**config.mk**
```make
export PLATFORM = sky130hd
export DESIGN_NAME = sample_fifo_flat
export DESIGN_NICKNAME = d
export VERILOG_FILES = /design/src/rtl/sample_fifo_pkg.sv /design/src/rtl/sample_fifo_if.sv /design/src/rtl/sample_fifo_ram.sv /design/src/rtl/sample_fifo.sv /design/src/flat_wrapper.sv
export SDC_FILE = /design/constraint.sdc
export NUM_CORES = 1
export LEC_CHECK = 0
export CELL_PAD_IN_SITES_DETAIL_PLACEMENT = 1
export CELL_PAD_IN_SITES_GLOBAL_PLACEMENT = 2
export CORE_ASPECT_RATIO = 0.75
export CORE_MARGIN = 10
export CORE_UTILIZATION = 35
export CTS_CLUSTER_DIAMETER = 50
export DETAILED_ROUTE_END_ITERATION = 7
export GPL_ROUTABILITY_DRIVEN = 0
export PLACE_DENSITY = 0.69
export SETUP_SLACK_MARGIN = 0.4
export SLEW_MARGIN = 20
export SYNTH_ARGS = -nofsm -noshare
export SYNTH_HDL_FRONTEND = slang
export SYNTH_SLANG_ARGS = --single-unit
```
**constraint.sdc**
```tcl
create_clock -name clk -period 3.2 [get_ports clk]
set_input_delay 0.64 -clock clk [delete_from_list [all_inputs] [get_ports clk]]
set_output_delay 0.64 -clock clk [all_outputs]
set_load 0.03 [all_outputs]
```
**src/rtl/sample_fifo_pkg.sv**
```systemverilog
// Shared audio-stream constants and elaboration helpers for the sample FIFO.
package sample_fifo_pkg;

  localparam int unsigned SAMPLE_W   = 15;
  localparam int unsigned FIFO_DEPTH = 16;

  function automatic bit is_pow2(int unsigned v);
    return (v != 0) && ((v & (v - 1)) == 0);
  endfunction

endpackage

```
**src/rtl/sample_fifo_if.sv**
```systemverilog
// Handshake bundle between a sample producer/consumer (master) and the FIFO (slave).
interface sample_fifo_if
  import sample_fifo_pkg::*;
#(
  parameter int unsigned DATA_W = SAMPLE_W,
  parameter int unsigned DEPTH  = FIFO_DEPTH
);

  localparam int unsigned CNT_W = $clog2(DEPTH) + 1;

  logic              wr_en;
  logic [DATA_W-1:0] din;
  logic              rd_en;
  logic              clr_err;
  logic [DATA_W-1:0] dout;
  logic              valid;
  logic              full;
  logic              empty;
  logic              almost_full;
  logic              almost_empty;
  logic [CNT_W-1:0]  count;
  logic              overflow;
  logic              underflow;

  modport master (
    output wr_en, din, rd_en, clr_err,
    input  dout, valid, full, empty, almost_full, almost_empty, count, overflow, underflow
  );

  modport slave (
    input  wr_en, din, rd_en, clr_err,
    output dout, valid, full, empty, almost_full, almost_empty, count, overflow, underflow
  );

endinterface

```
**src/rtl/sample_fifo_ram.sv**
```systemverilog
// Simple dual-port sample store: one write port, one read port whose read is either
// registered (reset to zero, updated only on re) or combinational.
module sample_fifo_ram #(
  parameter int unsigned DATA_W    = 15,
  parameter int unsigned DEPTH     = 16,
  parameter bit          SYNC_READ = 1'b1,
  localparam int unsigned ADDR_W   = $clog2(DEPTH)
) (
  input  logic              clk,
  input  logic              rst_n,
  input  logic              we_i,
  input  logic [ADDR_W-1:0] waddr_i,
  input  logic [DATA_W-1:0] wdata_i,
  input  logic              re_i,
  input  logic [ADDR_W-1:0] raddr_i,
  output logic [DATA_W-1:0] rdata_o
);

  logic [DATA_W-1:0] mem_q [DEPTH];

  always_ff @(posedge clk) begin
    if (we_i) mem_q[waddr_i] <= wdata_i;
  end

  if (SYNC_READ) begin : g_sync_read
    logic [DATA_W-1:0] rdata_d, rdata_q;

    always_comb begin
      rdata_d = rdata_q;
      if (re_i) rdata_d = mem_q[raddr_i];
    end

    always_ff @(posedge clk or negedge rst_n) begin
      if (!rst_n) rdata_q <= '0;
      else        rdata_q <= rdata_d;
    end

    assign rdata_o = rdata_q;
  end else begin : g_async_read
    logic unused_sync_ports;
    assign unused_sync_ports = ^{re_i, rst_n};
    assign rdata_o = mem_q[raddr_i];
  end

endmodule

```
**src/rtl/sample_fifo.sv**
```systemverilog
// Parametrised synchronous sample FIFO with occupancy, threshold flags and sticky
// overflow/underflow; FWFT selects first-word-fall-through or registered reads.
module sample_fifo
  import sample_fifo_pkg::*;
#(
  parameter int unsigned DATA_W     = SAMPLE_W,
  parameter int unsigned DEPTH      = FIFO_DEPTH,
  parameter int unsigned AFULL_THR  = DEPTH - 2,
  parameter int unsigned AEMPTY_THR = 1,
  parameter bit          FWFT       = 1'b0
) (
  input logic         clk,
  input logic         rst_n,
  sample_fifo_if.slave bus
);

  localparam int unsigned ADDR_W = $clog2(DEPTH);
  localparam int unsigned CNT_W  = ADDR_W + 1;
  localparam logic [CNT_W-1:0] DepthCnt  = CNT_W'(DEPTH);
  localparam logic [CNT_W-1:0] AfullCnt  = CNT_W'(AFULL_THR);
  localparam logic [CNT_W-1:0] AemptyCnt = CNT_W'(AEMPTY_THR);

  if (DEPTH < 2 || !is_pow2(DEPTH)) begin : g_bad_depth
    $error("sample_fifo: DEPTH must be a power of two and at least 2");
  end
  if (AFULL_THR < 1 || AFULL_THR > DEPTH) begin : g_bad_afull
    $error("sample_fifo: AFULL_THR must lie in 1..DEPTH");
  end
  if (AEMPTY_THR > DEPTH - 1) begin : g_bad_aempty
    $error("sample_fifo: AEMPTY_THR must lie in 0..DEPTH-1");
  end

  logic [ADDR_W-1:0] wr_ptr_d, wr_ptr_q, rd_ptr_d, rd_ptr_q;
  logic [CNT_W-1:0]  count_d, count_q;
  logic              full_d, full_q, empty_d, empty_q;
  logic              afull_d, afull_q, aempty_d, aempty_q;
  logic              valid_d, valid_q;
  logic              ovf_d, ovf_q, udf_d, udf_q;
  logic              wr_acc, rd_acc;
  logic [DATA_W-1:0] ram_rdata;

  always_comb begin
    wr_acc   = bus.wr_en && !full_q;
    rd_acc   = bus.rd_en && !empty_q;
    wr_ptr_d = wr_acc ? wr_ptr_q + 1'b1 : wr_ptr_q;
    rd_ptr_d = rd_acc ? rd_ptr_q + 1'b1 : rd_ptr_q;
    count_d  = count_q + CNT_W'(wr_acc) - CNT_W'(rd_acc);
    full_d   = (count_d == DepthCnt);
    empty_d  = (count_d == '0);
    afull_d  = (count_d >= AfullCnt);
    aempty_d = (count_d <= AemptyCnt);
    // Registered reads pulse valid per pop; FWFT keeps valid while a head word exists.
    valid_d  = FWFT ? (count_d != '0) : rd_acc;
    // A new error event wins over a simultaneous clear.
    ovf_d    = (bus.wr_en && full_q)  ? 1'b1 : (bus.clr_err ? 1'b0 : ovf_q);
    udf_d    = (bus.rd_en && empty_q) ? 1'b1 : (bus.clr_err ? 1'b0 : udf_q);
  end

  always_ff @(posedge clk or negedge rst_n) begin
    if (!rst_n) begin
      wr_ptr_q <= '0;
      rd_ptr_q <= '0;
      count_q  <= '0;
      full_q   <= 1'b0;
      empty_q  <= 1'b1;
      afull_q  <= 1'b0;
      aempty_q <= 1'b1;
      valid_q  <= 1'b0;
      ovf_q    <= 1'b0;
      udf_q    <= 1'b0;
    end else begin
      wr_ptr_q <= wr_ptr_d;
      rd_ptr_q <= rd_ptr_d;
      count_q  <= count_d;
      full_q   <= full_d;
      empty_q  <= empty_d;
      afull_q  <= afull_d;
      aempty_q <= aempty_d;
      valid_q  <= valid_d;
      ovf_q    <= ovf_d;
      udf_q    <= udf_d;
    end
  end

  sample_fifo_ram #(
    .DATA_W   (DATA_W),
    .DEPTH    (DEPTH),
    .SYNC_READ(!FWFT)
  ) u_ram (
    .clk    (clk),
    .rst_n  (rst_n),
    .we_i   (wr_acc),
    .waddr_i(wr_ptr_q),
    .wdata_i(bus.din),
    .re_i   (rd_acc),
    .raddr_i(rd_ptr_q),
    .rdata_o(ram_rdata)
  );

  // Storage is never reset, so the fall-through view is masked to zero while empty.
  if (FWFT) begin : g_dout_fwft
    assign bus.dout = valid_q ? ram_rdata : '0;
  end else begin : g_dout_std
    assign bus.dout = ram_rdata;
  end

  assign bus.valid        = valid_q;
  assign bus.full         = full_q;
  assign bus.empty        = empty_q;
  assign bus.almost_full  = afull_q;
  assign bus.almost_empty = aempty_q;
  assign bus.count        = count_q;
  assign bus.overflow     = ovf_q;
  assign bus.underflow    = udf_q;

endmodule
```
**src/flat_wrapper.sv**
```systemverilog
// flat-port wrapper written by rule: the top's interface ports become plain ports
module sample_fifo_flat import sample_fifo_pkg::*;
#(
  parameter int unsigned DATA_W     = SAMPLE_W,
  parameter int unsigned DEPTH      = FIFO_DEPTH,
  parameter int unsigned AFULL_THR  = DEPTH - 2,
  parameter int unsigned AEMPTY_THR = 1,
  parameter bit          FWFT       = 1'b0
)
  (clk, rst_n, bus_wr_en, bus_din, bus_rd_en, bus_clr_err, bus_dout, bus_valid, bus_full, bus_empty, bus_almost_full, bus_almost_empty, bus_count, bus_overflow, bus_underflow);
  sample_fifo_if #(.DATA_W(DATA_W), .DEPTH(DEPTH)) bus_i ();
  input logic clk;
  input logic rst_n;
  input wire logic [$bits(bus_i.wr_en)-1:0] bus_wr_en;
  input wire logic [$bits(bus_i.din)-1:0] bus_din;
  input wire logic [$bits(bus_i.rd_en)-1:0] bus_rd_en;
  input wire logic [$bits(bus_i.clr_err)-1:0] bus_clr_err;
  output wire logic [$bits(bus_i.dout)-1:0] bus_dout;
  output wire logic [$bits(bus_i.valid)-1:0] bus_valid;
  output wire logic [$bits(bus_i.full)-1:0] bus_full;
  output wire logic [$bits(bus_i.empty)-1:0] bus_empty;
  output wire logic [$bits(bus_i.almost_full)-1:0] bus_almost_full;
  output wire logic [$bits(bus_i.almost_empty)-1:0] bus_almost_empty;
  output wire logic [$bits(bus_i.count)-1:0] bus_count;
  output wire logic [$bits(bus_i.overflow)-1:0] bus_overflow;
  output wire logic [$bits(bus_i.underflow)-1:0] bus_underflow;
  assign bus_i.wr_en = bus_wr_en;
  assign bus_i.din = bus_din;
  assign bus_i.rd_en = bus_rd_en;
  assign bus_i.clr_err = bus_clr_err;
  assign bus_dout = bus_i.dout;
  assign bus_valid = bus_i.valid;
  assign bus_full = bus_i.full;
  assign bus_empty = bus_i.empty;
  assign bus_almost_full = bus_i.almost_full;
  assign bus_almost_empty = bus_i.almost_empty;
  assign bus_count = bus_i.count;
  assign bus_overflow = bus_i.overflow;
  assign bus_underflow = bus_i.underflow;
  sample_fifo #(.DATA_W(DATA_W), .DEPTH(DEPTH), .AFULL_THR(AFULL_THR), .AEMPTY_THR(AEMPTY_THR), .FWFT(FWFT)) u_core (.clk(clk), .rst_n(rst_n), .bus(bus_i));
endmodule
```
**Word level (Yosys, flattened, before mapping)**

Memory sizes are Yosys's and may differ from the RTL's. A register that Yosys moved wholly into a read port is not among the register bits.
Index checks and enable logic that the tools add are counted.

- $add $sub $neg: 4
- $lt $le $gt $ge: 2
- Equal/unequal tests: 1
- Multiplexer cells: 5
- Reductions and logical operators: 10

Operator list:

| cell | count |
|---|---|
| adder 4 x 1 -> 4 bit (second input constant) | 2 |
| adder 5 x 1 -> 5 bit | 1 |
| equality test 5 bit (second input constant) | 1 |
| greater-or-equal comparator 5 x 4 -> 1 bit (second input constant) | 1 |
| less-or-equal comparator 5 x 1 -> 1 bit (second input constant) | 1 |
| logical NOT 5 bit | 1 |
| 2-to-1 mux 1 bit | 5 |
| subtractor 5 x 1 -> 5 bit | 1 |
| logical AND 1 bit | 4 |
| nonzero test 2 bit | 2 |
| logical NOT 1 bit | 3 |

- Register bits: 20
- RAM bits: 240
- Output and inout bits: 27
- Word-level logic and storage cells: 33
- Memories kept: 1

Memory list:

| memory | words | bits a word | read ports | clocked after Yosys merged registers in | write ports | line | RTL |
|---|---|---|---|---|---|---|---|
| u_core.u_ram.mem_q | 16 | 15 | 1 | 1 | 1 | sample_fifo_ram.sv:19 | `logic [DATA_W-1:0] mem_q [DEPTH];` |

**Logic depth before layout (Yosys ltp)**

- Word-level depth: 5
- Mapped depth: 12
- Gate-level depth less buffers: 10

**Modules after synthesis**

From an unflattened synthesis, not the netlist that was laid out.

- Cells, all modules: 504
- Area total of the unflattened synthesis: 10762.8 um2

Modules (own cells, without submodules):

| module | times used | cells an instance | area each (um2) | sequential area each (um2) |
|---|---|---|---|---|
| sample_fifo_ram | 1 | 424 | 9810.7 | 7582.3 |
| sample_fifo | 1 | 80 | 952.2 | 503.0 |

**Worst setup path after synthesis**

No wires, ideal clock.

- Kind: register to register
- Start: register u_core.empty_q (netlist: u_core.bus.empty)
- End: register u_core.full_q (netlist: u_core.bus.full)
- Arrival: 3026 ps
- Data required time: 3095 ps
- Path slack: 68 ps
- Cell stages (with the launch flop): 13
- Buffers on the path: 2
- Period minus slack after synthesis: 3132 ps
- Cells stage by stage: dfstp_2 nand2b_1 buf_2 clkinv_1 clkbuf_1 ha_1 inv_1 ha_1 fa_1 a21o_1 a21oi_1 xnor2_1 nor4b_1

- Cells in the longest elaborated chain, start to end: 4

RTL lines:

| item | line | RTL |
|---|---|---|
| start: declaration | sample_fifo.sv:35 | `logic full_d, full_q, empty_d, empty_q;` |
| start signal: assignment | sample_fifo.sv:76 | `empty_q <= empty_d;` |
| logical NOT 1 bit | sample_fifo.sv:44 | `rd_acc = bus.rd_en && !empty_q;` |
| logical AND 1 bit | sample_fifo.sv:44 |  |
| via u_core.rd_acc | sample_fifo.sv:39 | `logic wr_acc, rd_acc;` |
| subtractor 5 x 1 -> 5 bit | sample_fifo.sv:47 | `count_d = count_q + CNT_W'(wr_acc) - CNT_W'(rd_acc);` |
| via u_core.count_d[4] | sample_fifo.sv:34 | `logic [CNT_W-1:0] count_d, count_q;` |
| equality test 5 bit | sample_fifo.sv:48 | `full_d = (count_d == DepthCnt);` |
| via u_core.full_d | sample_fifo.sv:35 |  |
| end signal: assignment | sample_fifo.sv:75 | `full_q <= full_d;` |
| end: declaration | sample_fifo.sv:35 |  |

The timed path passes the listed nets, and every way through them passes these cells.
A chain may end at the register's enable or synchronous reset.

**Worst setup path after layout**

- Start: register u_core.empty_q (netlist: u_core.bus.empty)
- End: register u_core.empty_q (netlist: u_core.bus.empty)

- Cells in the longest elaborated chain, start to end: 4

RTL lines:

| item | line | RTL |
|---|---|---|
| logical NOT 1 bit | sample_fifo.sv:44 |  |
| logical AND 1 bit | sample_fifo.sv:44 |  |
| subtractor 5 x 1 -> 5 bit | sample_fifo.sv:47 |  |
| via u_core.count_d[2] | sample_fifo.sv:34 |  |
| logical NOT 5 bit | sample_fifo.sv:49 | `empty_d = (count_d == '0);` |
| via u_core.empty_d | sample_fifo.sv:35 |  |

The timed path passes the listed nets, and every way through them passes these cells.

==> metrics.txt <==
status=complete, no violations; synth warn=0; Critical Path RT=3620 ps; synthesized area=10,700 um2; Hold Path Class=input pin to asynchronous set/reset pin; number of port buffers=46; DRC Markers=0; DRT iter0 DRCs=421; Worst VDD drop=0.000518 V; sequential element share of the synthesized area=75.9%; r2r startpoint=u_core.bus.empty; RSZ-0062 raised after global routing=no; max-slew violations=0; Final TNS setup=0 ps; reg2reg end=u_core.bus.empty; Mapped Avg Cell Area=18.4 um2; Worst Tran Pin Value=962 ps; Max H-tree Level=1; # Post-CTS Setup Buffers=0; Hold WS=135 ps; largest cells by area after synthesis=edfxtp_1, dfrtp_1, mux4_2; area post-placement=11,700 um2; CORE AREA=30,100 um2; syn nets=611; # setup viols final=0; Inst Count DP=1,023; Slew HR=35.7%; Seq cells post-synth=275; DR WL/cell=24.1 um; gr ovfl total=0; Max Root-Sink Buffers=3; drt total wl=25,800 um; Finished Layout Cells=1,074; ANT nets after route=0; Synth area leader=edfxtp_1; total CTS buffers=28; DR vias=5,468; layout cells sized above 1=16.0%; global-route wire length before repair=39,000 um; CTS tree=built; GRT Util Overall=13.6%; fin area=12,600 um2; antenna cells=0; first-pass detailed-route iteration total=4; crit path capture type=flip-flop; synthesized instance count=580; Worst-path clk slew=60 ps; Layout area overhead=18.3%; Vias per Instance=5.09; highest clock rate=390 MHz; ys flop type=edfxtp_1; initial core utilization=35.4%; cts repair resizes=0; fillers=2,874; Worst R2R Setup Slack=630 ps; number of synthesized flops with an enable pin=240; clock root cell=clkbuf_16; async set-reset flop share out of synthesis=12.7%; Critical Path AT=2990 ps; Final Hold Violating Endpoints=0; Critical Path Start Type=flip-flop; die area=37,900 um2; largest net degree at the start of global routing=43; I/O pins=47; row count=55; # Max-Cap Violations=0; vias in the first global route=6,113; CTS sink cnt=275; Max FO, Critical Path=3; DIE WIDTH=221 um; nets=685; Worst Reg2Reg Path Length in Cells=9; Die Ht=171 um; worst skew pair latency=540 ps; crit path kind=flip-flop to flip-flop; PD cells=931 nW/um2; cts hold-fix bufs=0; Layout Utilization=41.9%; initial antenna violation count=0; Clock Skew=12.6 ps; min cycle time layout=2570 ps; Leakage Power=4.33 nW; synth unique cells=36; hpwl dp=16,100 um; final period utilization=80.2%; share of the synthesized area in the top cell type=67.6%
## area by class of cell
| type | count | area, um2 | share of cell area [%] |
|---|---|---|---|
| multi-input combinational | 267 | 2390 | 19.0 |
| inverter | 11 | 46.3 | 0.367 |
| clock buffer | 31 | 733 | 5.82 |
| clock inverter | 20 | 148 | 1.17 |
| timing repair buffer | 71 | 693 | 5.50 |
| tap | 399 | 499 | 3.96 |
| sequential | 275 | 8090 | 64.2 |
## cell usage in the layout (no fill, tap or decap), types with 2 or more instances in the layout
master	count
dfrtp_1	32
o22ai_1	30
buf_4	21
o21ai_1	15
nand2_1	25
bufinv_16	2
nand2b_1	3
xnor2_1	8
inv_1	10
or2_2	2
mux4_2	30
clkdlybuf4s50_1	45
edfxtp_1	240
clkbuf_16	29
clkinv_1	9
clkinv_2	6
ha_1	10
o31ai_1	15
dfstp_2	2
mux2i_1	60
nand4_1	2
clkinvlp_4	2
buf_12	4
and2_1	16
nor2_1	16
o21ai_0	18
a21o_1	2
clkbuf_1	2
## metrics by stage
stage	power, mW	setup slack [ps]
floorplan	7.36	419
global placement	8.58	238
detailed placement	8.73	127
CTS	11.9	648
global route	12.4	517
finish	11.7	634
## critical path, cell delays in order, from the launching register on
cell and delay [ps]:
dfstp_2 550, nand2b_4 140, clkinv_4 50, ha_1 260, inv_1 50, ha_1 220
fa_2 390, xor2_1 200, or2_2 330, nor4_1 250
## sequential cells by signal, indices dropped and copies added (netlist names)
name / flops
u_core.u_ram.rdata_o: 15
u_core.rd_ptr_q: 4
u_core.bus.valid: 1
u_core.u_ram.mem_q: 240
u_core.wr_ptr_q: 4
u_core.bus.overflow: 1
u_core.bus.underflow: 1
u_core.bus.empty: 1
u_core.bus.almost_full: 1
u_core.bus.count: 5
u_core.bus.full: 1
u_core.bus.almost_empty: 1
## synth_stat cells (2+ instances only)
library cell / instances
a21oi_1: 2
ha_1: 10
o21ai_1: 15
edfxtp_1: 240
or2_2: 2
a21o_1: 2
dfrtp_1: 33
nand2_1: 25
o21ai_0: 18
xnor2_1: 9
o31ai_1: 15
nand4_1: 2
mux4_2: 30
mux2i_1: 60
nand2b_1: 4
buf_6: 3
buf_4: 7
buf_2: 8
inv_1: 10
clkbuf_1: 9
and2_1: 16
nor2_1: 16
dfstp_2: 2
o22ai_1: 30
## logic make-up after synthesis
family | Yosys count | synth area share (%)
fa+ha+maj | 11 | 1.36
mux | 90 | 12.0
xor+xnor | 10 | 0.822
simple gates | 73 | 3.37
buf+inv | 38 | 1.89
compound gates | 83 | 4.69
flops | 275 | 75.9
## power by group
| group | internal, mW | total, mW | switching [mW] |
|---|---|---|---|
| Sequential | 4.45 | 4.81 | 0.356 |
| Combinational | 1.56 | 3.80 | 2.24 |
| Clock | 1.80 | 3.12 | 1.32 |
| Total | 7.82 | 11.7 | 3.92 |
## worst max path at each step
stage | start | to | slack (ps) | cells after the start
after floorplan | u_core.bus.empty | u_core.bus.full | 420 | 12
after global placement | bus_rd_en | u_core.bus.full | 240 | 11
after detailed placement | bus_rd_en | u_core.bus.empty | 130 | 11
after CTS | u_core.bus.empty | u_core.bus.empty | 650 | 9
after global routing | u_core.bus.empty | u_core.bus.empty | 520 | 10
final | u_core.bus.empty | u_core.bus.empty | 630 | 9
## metal layers
layer  track usage, %  vias up  wire, um
met2             22.8      105     12500
met5                0        -         0
met1             18.0     2908     12000
met4             2.83        0       333
li1                 -     2428         -
met3             2.54       27      1040
(Power assumes the default switching activity.)
